===== config.mk =====
export PLATFORM = sky130hd
export DESIGN_NAME = game_sequencer_flat
export DESIGN_NICKNAME = d
export VERILOG_FILES = /design/src/rtl/game_pkg.sv /design/src/rtl/game_sequencer_if.sv /design/src/rtl/grid_status.sv /design/src/rtl/game_sequencer.sv /design/src/flat_wrapper.sv
export SDC_FILE = /design/constraint.sdc
export NUM_CORES = 1
export LEC_CHECK = 0
export CELL_PAD_IN_SITES_DETAIL_PLACEMENT = 2
export CELL_PAD_IN_SITES_GLOBAL_PLACEMENT = 2
export CORE_MARGIN = 2
export CORE_UTILIZATION = 24
export CTS_BUF_LIST = sky130_fd_sc_hd__clkbuf_2
export DETAILED_ROUTE_END_ITERATION = 7
export GPL_ROUTABILITY_DRIVEN = 0
export PLACE_DENSITY = 0.93
export SYNTH_ARGS = -nofsm -noshare
export SYNTH_HDL_FRONTEND = slang
export SYNTH_SLANG_ARGS = --single-unit
export TNS_END_PERCENT = 50

===== constraint.sdc =====
create_clock -name clk -period 4.1 [get_ports clk]
set_input_delay 0.41 -clock clk [delete_from_list [all_inputs] [get_ports clk]]
set_output_delay 0.41 -clock clk [all_outputs]
set_load 0.1 [all_outputs]

===== src/rtl/game_pkg.sv =====
// Shared types and helpers for the 2048 game controller: grid layout, FSM states,
// move directions and cell accessors.
package game_pkg;

  localparam int unsigned CELL_W    = 4;
  localparam int unsigned NUM_CELLS = 16;
  localparam int unsigned GRID_W    = CELL_W * NUM_CELLS;

  typedef logic [GRID_W-1:0] grid_t;
  typedef logic [CELL_W-1:0] cell_t;

  // Encoding is visible on game_state, so values are fixed explicitly.
  typedef enum logic [2:0] {
    StWelcome = 3'd0,
    StNew     = 3'd1,
    StSpawn   = 3'd2,
    StCheck   = 3'd3,
    StIdle    = 3'd4,
    StMove    = 3'd5,
    StWin     = 3'd6,
    StLose    = 3'd7
  } state_e;

  typedef enum logic [1:0] {
    DirUp    = 2'd0,
    DirDown  = 2'd1,
    DirLeft  = 2'd2,
    DirRight = 2'd3
  } dir_e;

  function automatic cell_t get_cell(grid_t grid, logic [3:0] idx);
    return grid[{idx, 2'b00} +: CELL_W];
  endfunction

  function automatic grid_t set_cell(grid_t grid, logic [3:0] idx, cell_t val);
    grid_t res;
    res = grid;
    res[{idx, 2'b00} +: CELL_W] = val;
    return res;
  endfunction

endpackage


===== src/rtl/game_sequencer_if.sv =====
// Request/done handshake between the game sequencer and the external move engine.
interface game_sequencer_if;
  import game_pkg::*;

  logic        move_req;
  logic [1:0]  move_dir;
  grid_t       move_grid;
  logic        move_done;
  grid_t       move_result;
  logic        move_changed;

  modport master (
    output move_req,
    output move_dir,
    output move_grid,
    input  move_done,
    input  move_result,
    input  move_changed
  );

  modport slave (
    input  move_req,
    input  move_dir,
    input  move_grid,
    output move_done,
    output move_result,
    output move_changed
  );

endinterface


===== src/rtl/grid_status.sv =====
// Combinational summary of a play grid: free space, first free cell, win tile and
// whether any row/column neighbours could still merge.
module grid_status
  import game_pkg::*;
#(
  parameter int unsigned WIN_EXP = 11
) (
  input  grid_t       grid,
  output logic        has_empty,
  output logic [3:0]  first_empty_idx,
  output logic        has_win,
  output logic        can_merge
);

  always_comb begin
    has_empty       = 1'b0;
    first_empty_idx = 4'd0;
    has_win         = 1'b0;
    // Scan high to low so the lowest empty index is the one left standing.
    for (int i = NUM_CELLS - 1; i >= 0; i--) begin
      if (get_cell(grid, 4'(i)) == '0) begin
        has_empty       = 1'b1;
        first_empty_idx = 4'(i);
      end
      if (32'(get_cell(grid, 4'(i))) >= WIN_EXP) begin
        has_win = 1'b1;
      end
    end
  end

  always_comb begin
    can_merge = 1'b0;
    for (int r = 0; r < 4; r++) begin
      for (int c = 0; c < 4; c++) begin
        // Right neighbour only within the row; no wrap onto the next row.
        if (c < 3) begin
          if (get_cell(grid, 4'(r * 4 + c)) == get_cell(grid, 4'(r * 4 + c + 1))) begin
            can_merge = 1'b1;
          end
        end
        if (r < 3) begin
          if (get_cell(grid, 4'(r * 4 + c)) == get_cell(grid, 4'(r * 4 + c + 4))) begin
            can_merge = 1'b1;
          end
        end
      end
    end
  end

endmodule


===== src/rtl/game_sequencer.sv =====
// 2048 game controller: owns the play grid, sequences play and shares the move engine.
// Optional macro GAME_SEQUENCER_SPAWN_FOUR_EN makes every Nth spawned tile a 4.
module game_sequencer
  import game_pkg::*;
#(
  parameter int unsigned WIN_EXP           = 11,
  parameter int unsigned SPAWN_RETRY_MAX   = 16,
  parameter int unsigned SPAWN_FOUR_PERIOD = 10
) (
  input  logic               clk,
  input  logic               rst_n,
  input  logic [3:0]         lfsr_out,
  input  logic               btn_start,
  input  logic [3:0]         btn_dir,
  input  grid_t              welcome_grid,
  game_sequencer_if.master   move_if,
  output grid_t              display_grid,
  output logic [2:0]         game_state
);

  localparam int unsigned RetryW = $clog2(SPAWN_RETRY_MAX + 1);

  // The spawn counter is 4 bits wide and must be able to reach PERIOD-1.
  if (SPAWN_FOUR_PERIOD < 2 || SPAWN_FOUR_PERIOD > 16) begin : g_bad_period
    $error("SPAWN_FOUR_PERIOD must be in 2..16");
  end
  if (SPAWN_RETRY_MAX < 1) begin : g_bad_retry
    $error("SPAWN_RETRY_MAX must be at least 1");
  end

  state_e              state_q, state_d;
  grid_t               grid_q, grid_d;
  logic [1:0]          pending_q, pending_d;
  logic [RetryW-1:0]   retry_q, retry_d;
  logic                move_req_q, move_req_d;
  logic [1:0]          move_dir_q, move_dir_d;

  logic                spawn_we;
  logic [3:0]          spawn_idx;
  cell_t               spawn_val;

  logic                has_empty;
  logic [3:0]          first_empty_idx;
  logic                has_win;
  logic                can_merge;

  grid_status #(
    .WIN_EXP (WIN_EXP)
  ) u_grid_status (
    .grid            (grid_q),
    .has_empty       (has_empty),
    .first_empty_idx (first_empty_idx),
    .has_win         (has_win),
    .can_merge       (can_merge)
  );

`ifdef GAME_SEQUENCER_SPAWN_FOUR_EN
  logic [3:0] spawn_cnt_q, spawn_cnt_d;

  assign spawn_val = (spawn_cnt_q == 4'(SPAWN_FOUR_PERIOD - 1)) ? 4'd2 : 4'd1;

  always_comb begin
    spawn_cnt_d = spawn_cnt_q;
    if (spawn_we) begin
      spawn_cnt_d = (spawn_cnt_q == 4'(SPAWN_FOUR_PERIOD - 1)) ? 4'd0 : spawn_cnt_q + 4'd1;
    end
  end

  // Deliberately survives NEW/WELCOME; only a hard reset restarts the cadence.
  always_ff @(posedge clk) begin
    if (!rst_n) begin
      spawn_cnt_q <= 4'd0;
    end else begin
      spawn_cnt_q <= spawn_cnt_d;
    end
  end
`else
  assign spawn_val = 4'd1;
`endif

  always_comb begin
    state_d    = state_q;
    grid_d     = grid_q;
    pending_d  = pending_q;
    retry_d    = retry_q;
    move_req_d = 1'b0;
    move_dir_d = move_dir_q;
    spawn_we   = 1'b0;
    spawn_idx  = 4'd0;

    unique case (state_q)
      StWelcome: begin
        if (btn_start) state_d = StNew;
      end

      StNew: begin
        grid_d    = '0;
        pending_d = 2'd2;
        retry_d   = '0;
        state_d   = StSpawn;
      end

      StSpawn: begin
        if (!has_empty) begin
          pending_d = 2'd0;
          retry_d   = '0;
          state_d   = StCheck;
        end else if (retry_q == RetryW'(SPAWN_RETRY_MAX)) begin
          spawn_we  = 1'b1;
          spawn_idx = first_empty_idx;
        end else if (get_cell(grid_q, lfsr_out) == '0) begin
          spawn_we  = 1'b1;
          spawn_idx = lfsr_out;
        end else begin
          retry_d = retry_q + 1'b1;
        end

        if (spawn_we) begin
          grid_d    = set_cell(grid_q, spawn_idx, spawn_val);
          retry_d   = '0;
          pending_d = pending_q - 2'd1;
          if (pending_q == 2'd1) state_d = StCheck;
        end
      end

      StCheck: begin
        if (has_win) begin
          state_d = StWin;
        end else if (!has_empty && !can_merge) begin
          state_d = StLose;
        end else begin
          state_d = StIdle;
        end
      end

      StIdle: begin
        if (btn_start) begin
          state_d = StNew;
        end else if (|btn_dir) begin
          move_req_d = 1'b1;
          state_d    = StMove;
          if (btn_dir[0]) begin
            move_dir_d = DirUp;
          end else if (btn_dir[1]) begin
            move_dir_d = DirDown;
          end else if (btn_dir[2]) begin
            move_dir_d = DirLeft;
          end else begin
            move_dir_d = DirRight;
          end
        end
      end

      StMove: begin
        if (move_if.move_done) begin
          if (move_if.move_changed) begin
            grid_d    = move_if.move_result;
            pending_d = 2'd1;
            retry_d   = '0;
            state_d   = StSpawn;
          end else begin
            state_d = StIdle;
          end
        end
      end

      StWin, StLose: begin
        if (btn_start) state_d = StWelcome;
      end

      default: state_d = StWelcome;
    endcase
  end

  always_ff @(posedge clk) begin
    if (!rst_n) begin
      state_q    <= StWelcome;
      grid_q     <= '0;
      pending_q  <= 2'd0;
      retry_q    <= '0;
      move_req_q <= 1'b0;
      move_dir_q <= 2'd0;
    end else begin
      state_q    <= state_d;
      grid_q     <= grid_d;
      pending_q  <= pending_d;
      retry_q    <= retry_d;
      move_req_q <= move_req_d;
      move_dir_q <= move_dir_d;
    end
  end

  assign move_if.move_req  = move_req_q;
  assign move_if.move_dir  = move_dir_q;
  assign move_if.move_grid = grid_q;

  assign display_grid = (state_q == StWelcome) ? welcome_grid : grid_q;
  assign game_state   = state_q;

endmodule


===== src/flat_wrapper.sv =====
// flat-port wrapper written by rule: the top's interface ports become plain ports
module game_sequencer_flat import game_pkg::*;
#(
  parameter int unsigned WIN_EXP           = 11,
  parameter int unsigned SPAWN_RETRY_MAX   = 16,
  parameter int unsigned SPAWN_FOUR_PERIOD = 10
)
  (clk, rst_n, lfsr_out, btn_start, btn_dir, welcome_grid, display_grid, game_state, move_if_move_req, move_if_move_dir, move_if_move_grid, move_if_move_done, move_if_move_result, move_if_move_changed);
  game_sequencer_if move_if_i ();
  input  logic clk;
  input  logic rst_n;
  input  logic [3:0] lfsr_out;
  input  logic btn_start;
  input  logic [3:0] btn_dir;
  input  grid_t welcome_grid;
  output grid_t display_grid;
  output logic [2:0] game_state;
  output wire logic [$bits(move_if_i.move_req)-1:0] move_if_move_req;
  output wire logic [$bits(move_if_i.move_dir)-1:0] move_if_move_dir;
  output wire logic [$bits(move_if_i.move_grid)-1:0] move_if_move_grid;
  input wire logic [$bits(move_if_i.move_done)-1:0] move_if_move_done;
  input wire logic [$bits(move_if_i.move_result)-1:0] move_if_move_result;
  input wire logic [$bits(move_if_i.move_changed)-1:0] move_if_move_changed;
  assign move_if_move_req = move_if_i.move_req;
  assign move_if_move_dir = move_if_i.move_dir;
  assign move_if_move_grid = move_if_i.move_grid;
  assign move_if_i.move_done = move_if_move_done;
  assign move_if_i.move_result = move_if_move_result;
  assign move_if_i.move_changed = move_if_move_changed;
  game_sequencer #(.WIN_EXP(WIN_EXP), .SPAWN_RETRY_MAX(SPAWN_RETRY_MAX), .SPAWN_FOUR_PERIOD(SPAWN_FOUR_PERIOD)) u_core (.clk(clk), .rst_n(rst_n), .lfsr_out(lfsr_out), .btn_start(btn_start), .btn_dir(btn_dir), .welcome_grid(welcome_grid), .move_if(move_if_i), .display_grid(display_grid), .game_state(game_state));
endmodule

==> results.md <==
- By instance count, the cell type seen most on the critical path is and2_1.
- The count of flip-flops with a built-in enable after synthesis is 0.
- The utilization of the core after routing is 37.2%.
- The multi-input logic area is 0.00430 mm^2.
- By instance count, the leading cell after synthesis is dfxtp_1.
- Ranked by instance count, the synthesized netlist is headed by dfxtp_1 (77), xnor2_1 (64), mux2_2 (57), buf_2 (46), xor2_1 (40).
- The clock transition time at the flip-flop clock pins of the worst setup and hold paths is 250 ps.
- The worst min-delay path class is primary input to flip-flop.
- Setup repair after global routing left no endpoint under its margin.
- During I/O placement, the number of pins put on the boundary was 275.
- The core region is 0.0258 mm^2.
- For the worst setup path, the data required time is 4640 ps.
- For this design, the CTS-stage hold fixing added 0 buffers.
- After the last flow step, the layout net total stands at 1125.
- The number of clock sinks is 77.
- For this configuration, the core starts out at a cell density of 24.3%.
- After layout, the minimum clock period comes to 3910 ps.
- The maximum buffer depth of the clock tree is 2.
- The average detailed-routed wire length per instance is 26.4 um.
- For this run, the total global-route usage over all layers was measured as 24.6%.
- For this run, the top clock speed supported by timing is 0.256 GHz.
- CTS built an H-tree with a depth of 3.
- The worst hold slack is 294 ps.
- The synthesized netlist net count is 859.
- After synthesis, the cell types taking the most area are dfxtp_1 (25%), mux2_2 (10%), xnor2_1 (8.9%), xor2_1 (5.6%), a22o_1 (3.8%).
- After detailed routing, the number of remaining DRC violations is 0.
- The post-route netlist has 25.0% of its cells at a drive strength greater than 1.
- Clock tree synthesis selected as its root buffer the cell clkbuf_2.
- The worst slack at placement is 59.8 ps.
- The max-slew violation count came to 0.
- The worst setup path is captured at a flip-flop.
- The layout has 2845 filler cells.
- Wires add up to 34.7 mm.
- The netlist uses 73 different library cells.
- The die area is 0.0274 mm^2.
- After synthesis the netlist holds a flip-flop and latch count of 77.
- The type of origin of the critical path is a flip-flop.
- The via density per instance is 5.41.
- The CTS tree is yes.
- Once detailed placement completed, the half-perimeter wirelength came to 27.5 mm.
- In the synthesized netlist the async set-or-reset flop fraction comes to 0%.
- The cell family contributing the most delay on the critical path is simple AND/OR/NAND/NOR gates.
- The biggest area consumer among synthesized cells is dfxtp_1.
- Counting both buffers and inverters, the worst setup path holds a total of 0.
- The number of iterations in the first detailed-routing pass is 5.
- The number of clock buffers inserted by TritonCTS is 9.
- Between clock sinks in the finished design, the worst skew comes to 36.4 ps.
- Once routing completed, OpenROAD measured the worst setup slack at 192 ps.
- The number of standard-cell rows in the floorplan is 59.
- The endpoint arrival time on the critical path is 4450 ps.
- In this run, the number of DRC markers left after iteration 0 of detailed routing was 389.
- For this run, the leading register cell type out of synthesis is dfxtp_1.
- The run finished with clean final reports.
- The die span in y is 166 um.
- After synthesis, the largest area contributor takes up 24.6% of total cell area.
- Port buffering added 274 buffers.
- Traced cell by cell, the critical path runs through nor4_2 -> mux4_2 -> nand3b_1 -> o211ai_2 -> and2_1 -> nand2_1 -> ha_1 -> xor2_1 -> and2_1 -> nand3_1 -> a32o_1.
- For this run, the number of Yosys warnings is 0.
- Dividing total power by cell area gives a power density of 666 mW/mm^2.
- Across the whole layout, storage elements account for 0.00154 mm^2.
- Summed over all cells, the static leakage comes to 0.00382 uW.
- The first global-routing pass estimated 52.0 mm of wire.
- The floorplan die width is 166 um.
- The largest fanout on the critical path is 7.
- The largest voltage drop on the vdd net is 581 uV.
- Entering global routing, the biggest net connects 72 pins.
- The cell count after synthesis is 711.
- The largest individual stage delay along the critical path comes from the cell nor4_2.
- The worst path uses 95.3% of the clock period.
- The initial antenna violation count is 1.
- For the pin with the worst max-slew slack, the measured transition is 1020 ps.
- In this run the mean area of a mapped cell was 8.82 um^2.
- The via count of the routed design is 7120.
- Compared with the post-synthesis result, the final layout area differs by 53.1%.
- The remaining antenna violation count is 0.
- The setup path with the least slack is of type flip-flop to flip-flop.
- The sequential element share of the synthesized area is 24.6%.
- In this run the tightest slew margin relative to its limit is 31.5%.
- The number of setup violations in the final report is 0.
- The number of global-route vias before repair is 8056.
- Max-cap violations in this run came to 0.
- The clock insertion delay at the later pin of the skew report is 630 ps.
- After global routing the overflow that remains totals 0.
- The post-synthesis instance area is 0.00627 mm^2.
- The delay of the slowest cell on the worst path is 630 ps.
- The number of hold-slack violations in the final timing report is 0.
-- sequential cells by signal, summed over array words and instances (netlist names) --
register,flops
u_core.move_if.move_grid,64
u_core.retry_q,5
u_core.game_state,3
u_core.move_if.move_dir,2
u_core.pending_q,2
u_core.move_if.move_req,1
-- path summary, 6_finish.rpt --
kind,start,depth (start not counted),slack (ps),endpoint
setup / recovery,u_core.move_if.move_grid[36],11,190,u_core.move_if.move_grid[15]
hold / removal,move_if_move_result[20],3,290,u_core.move_if.move_grid[20]
setup reg to reg,u_core.move_if.move_grid[36],11,190,u_core.move_if.move_grid[15]
hold reg to reg,u_core.move_if.move_dir[1],2,530,u_core.move_if.move_dir[1]
-- cell families after synthesis --
family          share of synthesized area, %
simple gates                            18.9
compound gates                          20.4
buf+inv                                 7.35
xor+xnor                                15.0
flops                                   24.6
mux                                     12.3
fa+ha+maj                               1.40
-- worst reg2reg max path, stage by stage, from the launching register on --
cell and delay, ps:
dfxtp_1 380, nor4_2 630, mux4_2 380, nand3b_1 140
o211ai_2 180, and2_1 410, nand2_1 180, ha_1 340
xor2_1 240, and2_1 380, nand3_1 230, a32o_1 330
-- area by class of cell --
class                      count  share of cell area [%]
multi-input combinational    528                    44.8
timing repair buffer         342                    32.4
sequential                    77                    16.1
tap                          335                    4.37
clock inverter                 6                    1.16
inverter                      19                   0.743
clock buffer                   9                   0.469
antenna                        1                  0.0261
-- repair_timing --
item,CTS,global route
buffers inserted,0,0
setup endpoints to repair,0,2
gates resized for setup,0,4
-- metal layers --
layer / wire [um] / GRT usage [%] / vias up
li1: - / - / 3138
met1: 13600 / 28.0 / 3581
met2: 17600 / 44.3 / 307
met3: 1990 / 5.45 / 94
met4: 1540 / 10.5 / 0
met5: 0 / 0 / -
-- through the flow --
| stage | TNS, ps | cell area, um^2 | std cells | power [uW] |
|---|---|---|---|---|
| final | 0 | 9600 | 1317 | 6400 |
| after global routing | 0 | 9600 | 1317 | 6610 |
| after global placement | 0 | 9420 | 1301 | 5700 |
| after detailed placement | 0 | 9420 | 1301 | 5830 |
| after CTS | 0 | 9570 | 1316 | 6420 |
| after floorplan | -861 | 6270 | 711 | 4620 |
-- cells in the final DEF, fill, tap and decap left out, types with 25 or more instances in the layout --
master,netlist,layout
nand4_1,28,28
buf_4,1,131
nor2_1,29,29
mux2_2,57,57
a21oi_1,25,25
clkdlybuf4s50_1,0,210
xor2_1,40,40
a22o_1,27,27
xnor2_1,64,64
dfxtp_1,77,76
nand2_1,30,30
-- power by group --
group          internal (uW)  leakage [uW]  total (uW)  switching [uW]
clock                    261     0.0000900         569             308
combinational           1250       0.00311        4950            3700
sequential               792      0.000622         876            83.6
(Power assumes the default switching activity.)
